==> config.mk <==
export PLATFORM = sky130hd
export DESIGN_NAME = universal_shift_register
export DESIGN_NICKNAME = d
export VERILOG_FILES = /design/src/rtl/universal_shift_register.sv
export SDC_FILE = /design/constraint.sdc
export NUM_CORES = 1
export LEC_CHECK = 0
export BUFFER_PORTS_ARGS = -buffer_cell sky130_fd_sc_hd__clkbuf_2
export CAP_MARGIN = 30
export CORE_ASPECT_RATIO = 1.4
export CORE_MARGIN = 2
export CORE_UTILIZATION = 45
export CTS_CLUSTER_SIZE = 16
export DETAILED_ROUTE_END_ITERATION = 7
export PLACE_DENSITY = 0.7
export SLEW_MARGIN = 20
export SYNTH_ARGS = -nofsm -noshare
export SYNTH_HDL_FRONTEND = slang
export SYNTH_SLANG_ARGS = --single-unit
==> constraint.sdc <==
create_clock -name clk -period 1.6 [get_ports clk]
set_input_delay 0.32 -clock clk [delete_from_list [all_inputs] [get_ports clk]]
set_output_delay 0.32 -clock clk [all_outputs]
set_load 0.1 [all_outputs]
==> src/rtl/universal_shift_register.sv <==
// ---------------------------------------------------------------------------
// universal_shift_register
//
// Multi-mode shift register with a two-state (IDLE/SHIFT) sequencer.
// A start in IDLE either completes at once (LOAD, HOLD, reserved, or a shift
// of zero bits) or latches the mode and shift count and then performs one
// single-bit shift per clock until the count runs out.
//
// Optional feature: define USR_PARITY_EN to add the 'parity' output, the XOR
// of all q bits.
//
// Parameters
//   WIDTH   register width in bits (>= 2)
//   CNT_W   width of the shift-amount input
//
// Ports
//   clk      clock, rising edge
//   reset    synchronous, active-high reset
//   mode     operation select: 000 HOLD, 001 LOAD, 010 SHL, 011 SHR,
//            100 ROL, 101 ROR, 110 ASR, 111 reserved (HOLD)
//   start    operation request, accepted only in IDLE
//   amount   number of single-bit shifts
//   d        parallel load data
//   sin_l    serial input entering the LSB on SHL
//   sin_r    serial input entering the MSB on SHR
//   q        register contents
//   sout_l   q[WIDTH-1]
//   sout_r   q[0]
//   parity   XOR of q (only with USR_PARITY_EN)
//   busy     multi-cycle shift in progress
//   done     one-cycle completion pulse
// ---------------------------------------------------------------------------
module universal_shift_register #(
    parameter int WIDTH = 8,
    parameter int CNT_W = 4
) (
    input  logic             clk,
    input  logic             reset,
    input  logic [2:0]       mode,
    input  logic             start,
    input  logic [CNT_W-1:0] amount,
    input  logic [WIDTH-1:0] d,
    input  logic             sin_l,
    input  logic             sin_r,
    output logic [WIDTH-1:0] q,
    output logic             sout_l,
    output logic             sout_r,
`ifdef USR_PARITY_EN
    output logic             parity,
`endif
    output logic             busy,
    output logic             done
);

    localparam logic [2:0] M_HOLD = 3'b000;
    localparam logic [2:0] M_LOAD = 3'b001;
    localparam logic [2:0] M_SHL  = 3'b010;
    localparam logic [2:0] M_SHR  = 3'b011;
    localparam logic [2:0] M_ROL  = 3'b100;
    localparam logic [2:0] M_ROR  = 3'b101;
    localparam logic [2:0] M_ASR  = 3'b110;

    localparam logic [CNT_W-1:0] CNT_ZERO = '0;
    localparam logic [CNT_W-1:0] CNT_ONE  = {{(CNT_W-1){1'b0}}, 1'b1};

    typedef enum logic {
        IDLE  = 1'b0,
        SHIFT = 1'b1
    } state_t;

    state_t           r_state;
    logic [WIDTH-1:0] r_q;
    logic [CNT_W-1:0] r_cnt;
    logic [2:0]       r_mode;
    logic             r_busy;
    logic             r_done;

    logic             w_is_shift_mode;
    logic [WIDTH-1:0] w_q_next_shift;

    // Single-bit step of the selected shift kind; anything else holds.
    function automatic logic [WIDTH-1:0] shift_one(
        input logic [2:0]       f_mode,
        input logic [WIDTH-1:0] f_val,
        input logic             f_sin_l,
        input logic             f_sin_r
    );
        case (f_mode)
            M_SHL:   shift_one = {f_val[WIDTH-2:0], f_sin_l};
            M_SHR:   shift_one = {f_sin_r, f_val[WIDTH-1:1]};
            M_ROL:   shift_one = {f_val[WIDTH-2:0], f_val[WIDTH-1]};
            M_ROR:   shift_one = {f_val[0], f_val[WIDTH-1:1]};
            M_ASR:   shift_one = {f_val[WIDTH-1], f_val[WIDTH-1:1]};
            default: shift_one = f_val;
        endcase
    endfunction

    assign w_is_shift_mode = (mode >= M_SHL) && (mode <= M_ASR);
    assign w_q_next_shift  = shift_one(r_mode, r_q, sin_l, sin_r);

    // NOTE: all state below uses non-blocking assignments so every register
    // samples the pre-edge values of its neighbours; blocking here would make
    // the result depend on statement order.
    always_ff @(posedge clk) begin
        if (reset) begin
            r_state <= IDLE;
            r_q     <= '0;
            r_cnt   <= '0;
            r_mode  <= M_HOLD;
            r_busy  <= 1'b0;
            r_done  <= 1'b0;
        end else begin
            r_done <= 1'b0;
            case (r_state)
                IDLE: begin
                    if (start) begin
                        if (mode == M_LOAD) begin
                            r_q    <= d;
                            r_done <= 1'b1;
                        end else if (w_is_shift_mode && (amount != CNT_ZERO)) begin
                            // q is left untouched on the accepting edge; the
                            // first shift happens on the next one.
                            r_mode  <= mode;
                            r_cnt   <= amount;
                            r_busy  <= 1'b1;
                            r_state <= SHIFT;
                        end else begin
                            // HOLD, reserved, or a zero-length shift.
                            r_done <= 1'b1;
                        end
                    end
                end
                SHIFT: begin
                    r_q   <= w_q_next_shift;
                    r_cnt <= r_cnt - CNT_ONE;
                    if (r_cnt == CNT_ONE) begin
                        r_state <= IDLE;
                        r_busy  <= 1'b0;
                        r_done  <= 1'b1;
                    end
                end
                default: begin
                    r_state <= IDLE;
                    r_busy  <= 1'b0;
                end
            endcase
        end
    end

    assign q      = r_q;
    assign sout_l = r_q[WIDTH-1];
    assign sout_r = r_q[0];
    assign busy   = r_busy;
    assign done   = r_done;

`ifdef USR_PARITY_EN
    assign parity = ^r_q;
`endif

endmodule

==> out/metrics.cfg, run 1 <==
[final_layout]
diodes = 0
drive_gt1_frac = 0.381
fin_area_um2 = 1450
final-seq-area_um2 = 370
n_fill_cell = 237
finalNonFillerCells = 210
fin_nets = 199
multiInputGateArea_um2 = 719
fin_util = 0.599
syn_to_final_growth_pct = 24.1

[pwr]
peakVddDrop_mv = 0.600
p_per_area_nw_per_um2 = 869
p_leak_nw = 0.588

[sta]
slew_headroom = 0.641
fmax_ghz = 0.657
drv_slew = 0
timing.hold.ws_ns = 0.289
post-route-period-util = 0.952
skew_ns = 0.00367
tightest_slew_ns = 0.541
setup_viol = 0
rsz0062_at_grt = false
hold_viol_final = 0
fin_crit_ns = 1.52

[global_routing]
grt_first_pass_wirelength_mm = 4.91
antenna_found_initial = 0
grt_usage = 0.215
grt_overflow = 0
grt_max_degree = 12
grt_pass1_vias = 1121

[clock_tree]
cts_root_buf = clkbuf_4
cts_setup_buffers = 0
clkLatencyLatePin_ns = 0.30
cts_tree = yes
cts.htree.levels = 1
ctsResizeCount = 0
clock_path_buffers = 2
path_clk_slew_ns = 0.11
cts_made_buffers = 3
cts.sinks = 18
cts_hold_buf = 0

[floorplanning]
start_util = 0.482
num_rows = 21
core_area_um2 = 2420
io_pins = 32
die_w_um = 47.0
dieArea_um2 = 3020
fp.dieH_um = 64.2

[yosys]
synth_top_area_frac = 0.309
yosys.area.top_type = dfxtp_1
syn-cell-area_um2 = 1170
synth_area_leaders = dfxtp_1 31%, a211oi_1 7.1%, a21oi_1 6.0%, nor2_1 3.9%, a221oi_1 3.0%
ys_seq_area_frac = 0.309
synth_area_per_cell_um2 = 8.39
synth_warnings = 0
ys_types = 46
asyncSetResetFlopFracSynth = 0
synth_nets = 161
ys.flop_type = dfxtp_1
ys_seq_elements = 18
synth_edf_count = 0
syn-instance-count = 139

[routing]
routed_wl_mm = 2.97
avgViaCountPerCell = 5.84
antenna_left = 0
firstDrtPassIters = 4
vias = 1227
routedWlPerCell_um = 14.1
route.detailed.drc = 0
drt_iter0_drc = 33

[setup_path]
end_kind = primary output
cp_num_cells = 1
cpMaxStageDelayCell = clkbuf_2
slowest_delay_ns = 0.49
crit_path_cell_trace = clkbuf_2
cp_max_fo = 5
r2r-end = q[5]$_SDFFE_PP0P_
crit_type = flip-flop to primary output
crit_end = q[3]
crit_path_start_kind = flip-flop
reg2reg_depth = 4
cp.buffers_inverters = 1
cpLargestDelayFamily = buffers and inverters
critPathRequiredTime_ns = 1.28
cp.arrival_ns = 1.20
crit_start = q[3]$_SDFFE_PP0P_
rrSetupSlack_ns = 0.16
timing.rr.start = r_mode[2]$_SDFFE_PP0P_

[place]
port_buffers = 31
place_congestion = 0.948
dp_cells = 206
dp_hpwl_mm = 2.32
placedInstanceArea_um2 = 1410

[flow_run]
cap_viol_max_count = 0

[min_path]
hold_depth = 2
hold_path_class = primary input to flip-flop

[status]
status = finished clean

[stage by stage]
| stage | power [mW] | setup TNS [ns] | worst slack [ns] |
|---|---|---|---|
| floorplan | 0.867 | -0.195 | -0.195 |
| global placement | 0.968 | 0 | 0.0401 |
| detailed placement | 0.975 | 0 | 0.0253 |
| CTS | 1.26 | 0 | 0.0733 |
| global route | 1.32 | 0 | 0.0177 |
| finish | 1.26 | 0 | 0.0773 |
[registers in the layout (all words and copies together), names as in the netlist]
register / flops
r_cnt: 4
r_mode: 3
done: 1
r_state: 1
q: 8
busy: 1
[worst min-delay path by stage]
stage                                        end              start
after floorplan           r_mode[0]$_SDFFE_PP0P_            mode[0]
after global placement         busy$_SDFFE_PP0P_  busy$_SDFFE_PP0P_
after detailed placement       busy$_SDFFE_PP0P_  busy$_SDFFE_PP0P_
after CTS                  r_cnt[2]$_SDFFE_PP0P_          amount[2]
after global routing           q[1]$_SDFFE_PP0P_              reset
final                          q[1]$_SDFFE_PP0P_              reset
[cells in the final DEF (no fill, tap or decap), drive strengths merged, types with 2 or more instances in the layout]
| cell type | instances |
|---|---|
| nor2 | 12 |
| a221oi | 4 |
| o21ai | 6 |
| xnor2 | 2 |
| nand4 | 2 |
| a21o | 3 |
| ha | 2 |
| o22ai | 3 |
| a31oi | 2 |
| a21oi | 14 |
| o221a | 2 |
| a2111o | 2 |
| nor3 | 3 |
| clkbuf | 35 |
| buf | 14 |
| inv | 5 |
| nand3 | 8 |
| a211oi | 12 |
| nand2 | 5 |
| o211ai | 4 |
| dfxtp | 18 |
[layer usage]
metal / part of all wire / wire (um) / track usage / vias up
li1: - / - / - / 610
met1: 0.43 / 1270 / 0.266 / 577
met2: 0.52 / 1540 / 0.361 / 33
met3: 0.034 / 100 / 0.0311 / 7
met4: 0.018 / 53 / 0.0729 / 0
met5: 0 / 0 / 0 / -
[cells in the mapped netlist, types with 2 or more instances]
cell,number
o211ai_1,4
a2111o_1,2
nor3_1,3
a211oi_1,11
inv_1,5
o221a_2,2
a21o_1,3
buf_2,4
clkbuf_1,3
nor2_1,12
ha_1,2
a31oi_1,2
buf_4,4
dfxtp_1,18
a221oi_1,4
nand2_1,5
nand3_1,7
o22ai_1,3
a21oi_1,14
o21ai_0,5
[kinds of logic after synthesis]
group,after synthesis,share of synthesized area
AO/OA/AOI/OAI,59,0.358
XOR/XNOR,3,0.0290
AND/OR/NAND/NOR,39,0.197
buffers and inverters,17,0.0751
adder cells (fa/ha/maj),3,0.0311
flip-flops,18,0.309
[report_power, final]
part	leakage, nW	internal (mW)	switching (mW)
sequential	0.151	0.487	0.0470
clock	0.0210	0.139	0.152
combinational	0.416	0.142	0.290
total	0.588	0.768	0.489
[layout make-up]
cell class              count  share of cell area
flip-flops and latches     18               0.256
multi-input cells         104               0.497
well taps                  34              0.0294
clock buffers               4              0.0251
inverters                   5              0.0130
repair buffers             45               0.180
(Power assumes the default switching activity.)
==> run 2, diff against run 1 <==
--- a/config.mk
+++ b/config.mk
@@ -13,6 +13,7 @@
 export CTS_CLUSTER_SIZE = 16
 export DETAILED_ROUTE_END_ITERATION = 7
 export PLACE_DENSITY = 0.7
+export RECOVER_POWER = 25
 export SLEW_MARGIN = 20
 export SYNTH_ARGS = -nofsm -noshare
 export SYNTH_HDL_FRONTEND = slang
==> out/metrics.cfg, run 2 (synthesis results as in run 1) <==
[setup_path]
crit_path_cell_trace = clkbuf_2
critPathRequiredTime_ns = 1.28  ; about the same
cp_max_fo = 5  ; unchanged
slowest_delay_ns = 0.49  ; about the same
crit_type = flip-flop to primary output
end_kind = primary output
timing.rr.start = r_mode[2]$_SDFFE_PP0P_
cpLargestDelayFamily = buffers and inverters
cp.arrival_ns = 1.20  ; about the same
cp_num_cells = 1  ; unchanged
reg2reg_depth = 4  ; unchanged
r2r-end = q[5]$_SDFFE_PP0P_
cp.buffers_inverters = 1  ; unchanged
cpMaxStageDelayCell = clkbuf_2
crit_path_start_kind = flip-flop
rrSetupSlack_ns = 0.16  ; about the same

[floorplanning]
io_pins = 32  ; unchanged
dieArea_um2 = 3020  ; unchanged
start_util = 0.482  ; unchanged
die_w_um = 47.0  ; unchanged
core_area_um2 = 2420  ; unchanged
fp.dieH_um = 64.2  ; unchanged
num_rows = 21  ; unchanged

[final_layout]
fin_util = 0.597  ; -0.00207
syn_to_final_growth_pct = 23.7
finalNonFillerCells = 210  ; unchanged
layout_commonest_cell = clkbuf_2
diodes = 0  ; unchanged
n_fill_cell = 240  ; +1.3%
largest_reg_flops = 8  ; unchanged
drive_gt1_frac = 0.369  ; -0.0114
fin_area_um2 = 1440  ; -0.35%
fin_nets = 199  ; unchanged
final_cell_mix = 30 x clkbuf_2, 14 x a21oi_1, 13 x buf_4, 12 x nor2_1, 11 x a211oi_1

[place]
placedInstanceArea_um2 = 1410  ; unchanged
dp_hpwl_mm = 2.32  ; unchanged
port_buffers = 31  ; unchanged
place_congestion = 0.948  ; unchanged
dp_cells = 206  ; unchanged

[pwr]
p_sw_mw = 0.489  ; about the same
p_per_area_nw_per_um2 = 870  ; +0.14%
p_leak_nw = 0.582  ; -1.1%
comb_power_share = 0.343  ; about the same
swShare = 0.390  ; +0.000647
seq_power_share = 0.425  ; about the same
pwr-share-clk = 0.232  ; about the same
peakVddDrop_mv = 0.600  ; about the same
intPower_mw = 0.766  ; -0.31%

[sta]
tightest_slew_ns = 0.541  ; -0.0000220 ns
skew_ns = 0.00366  ; -0.00000830 ns
tns_ns = 0  ; unchanged
slew_headroom = 0.641  ; about the same
setup_viol = 0  ; unchanged
drv_slew = 0  ; unchanged
rsz0062_at_grt = false
fin_crit_ns = 1.52  ; -0.000122 ns
post-route-period-util = 0.952  ; about the same
fmax_ghz = 0.657  ; about the same
hold_viol_final = 0  ; unchanged

[global_routing]
grt_overflow = 0  ; unchanged
grt.busiest_layer = met2
grt_usage = 0.215  ; unchanged
met2_usage = 0.361  ; unchanged
grt_max_degree = 12  ; unchanged
met1_usage = 0.266  ; unchanged
grt_first_pass_wirelength_mm = 4.91  ; unchanged
grt_pass1_vias = 1121  ; unchanged
antenna_found_initial = 0  ; unchanged
use_met3 = 0.0311  ; unchanged

[clock_tree]
cts_hold_buf = 0  ; unchanged
cts_made_buffers = 3  ; unchanged
cts_tree = yes
path_clk_slew_ns = 0.11  ; about the same
cts.sinks = 18  ; unchanged
ctsResizeCount = 0  ; unchanged
clock_path_buffers = 2  ; unchanged
clkLatencyLatePin_ns = 0.30  ; about the same
cts_root_buf = clkbuf_4
cts.htree.levels = 1  ; unchanged
cts_setup_buffers = 0  ; unchanged

[routing]
vias = 1230  ; +0.24%
routed_wl_mm = 2.97  ; about the same
route.detailed.drc = 0  ; unchanged
antenna_left = 0  ; unchanged
drt_iter0_drc = 33  ; unchanged
avgViaCountPerCell = 5.86  ; +0.24%
routedWlPerCell_um = 14.1  ; about the same
firstDrtPassIters = 4  ; unchanged

[min_path]
hold_start = reset
hold_depth = 2  ; unchanged
holdPathEnd = q[1]$_SDFFE_PP0P_
hold_path_class = primary input to flip-flop

[status]
status = finished clean

[flow_run]
cap_viol_max_count = 0  ; unchanged

[run 2: cell types whose count changed in the layout (fill, tap and decap cells not counted)]
| cell | before | now |
|---|---|---|
| clkbuf_1 | 0 | 2 |
| buf_4 | 14 | 13 |
| clkbuf_2 | 31 | 30 |
| o21ai_0 | 5 | 6 |
| o21ai_1 | 1 | 0 |
[run 2: worst reg2reg max path, stage by stage, from the launching register on]
cell,delay (ns)
dfxtp_1,0.46
maj3_2,0.28
nor2_1,0.05
a2111o_1,0.39
a211oi_1,0.19
[run 2: per-layer routing]
metal  part of all wire  vias to the layer above  wire, um
met2               0.52                       35      1550
li1                   -                      609         -
met1               0.43                      579      1270
met3              0.034                        7       102
met5                  0                        -         0
met4              0.018                        0        52
[run 2: power groups by stage]
stage / clock network, mW / registers, mW / logic [mW]
3_3_place_gp: 0 / 0.542 / 0.426
6_report: 0.291 / 0.534 / 0.430
2_1_floorplan: 0 / 0.646 / 0.221
3_5_place_dp: 0 / 0.544 / 0.432
5_1_grt: 0.317 / 0.539 / 0.463
4_1_cts: 0.296 / 0.533 / 0.433
[run 2: stage by stage]
stage	power [mW]	hold WS, ns	worst slack (ns)
6_report	1.25	0.289	0.0774
5_1_grt	1.32	0.279	0.0177
4_1_cts	1.26	0.285	0.0733
3_5_place_dp	0.975	0.486	0.0253
3_3_place_gp	0.968	0.480	0.0401
2_1_floorplan	0.867	0.468	-0.195
[run 2: final cells by class]
cell class,instances,area [um^2],share of cell area
Timing Repair Buffer,45,255,0.177
Multi-Input combinational cell,104,719,0.499
Inverter,5,18.8,0.0130
Tap cell,34,42.5,0.0295
Sequential cell,18,370,0.257
Clock buffer,4,36.3,0.0252
[run 2: worst max path at each step]
stage	start	to	slack (ns)
finish	q[3]$_SDFFE_PP0P_	q[3]	0.08
global route	q[3]$_SDFFE_PP0P_	q[3]	0.02
CTS	q[3]$_SDFFE_PP0P_	q[3]	0.07
detailed placement	amount[2]	r_cnt[0]$_SDFFE_PP0P_	0.03
global placement	mode[2]	r_cnt[1]$_SDFFE_PP0P_	0.04
floorplan	q[3]$_SDFFE_PP0P_	q[4]$_SDFFE_PP0P_	-0.20
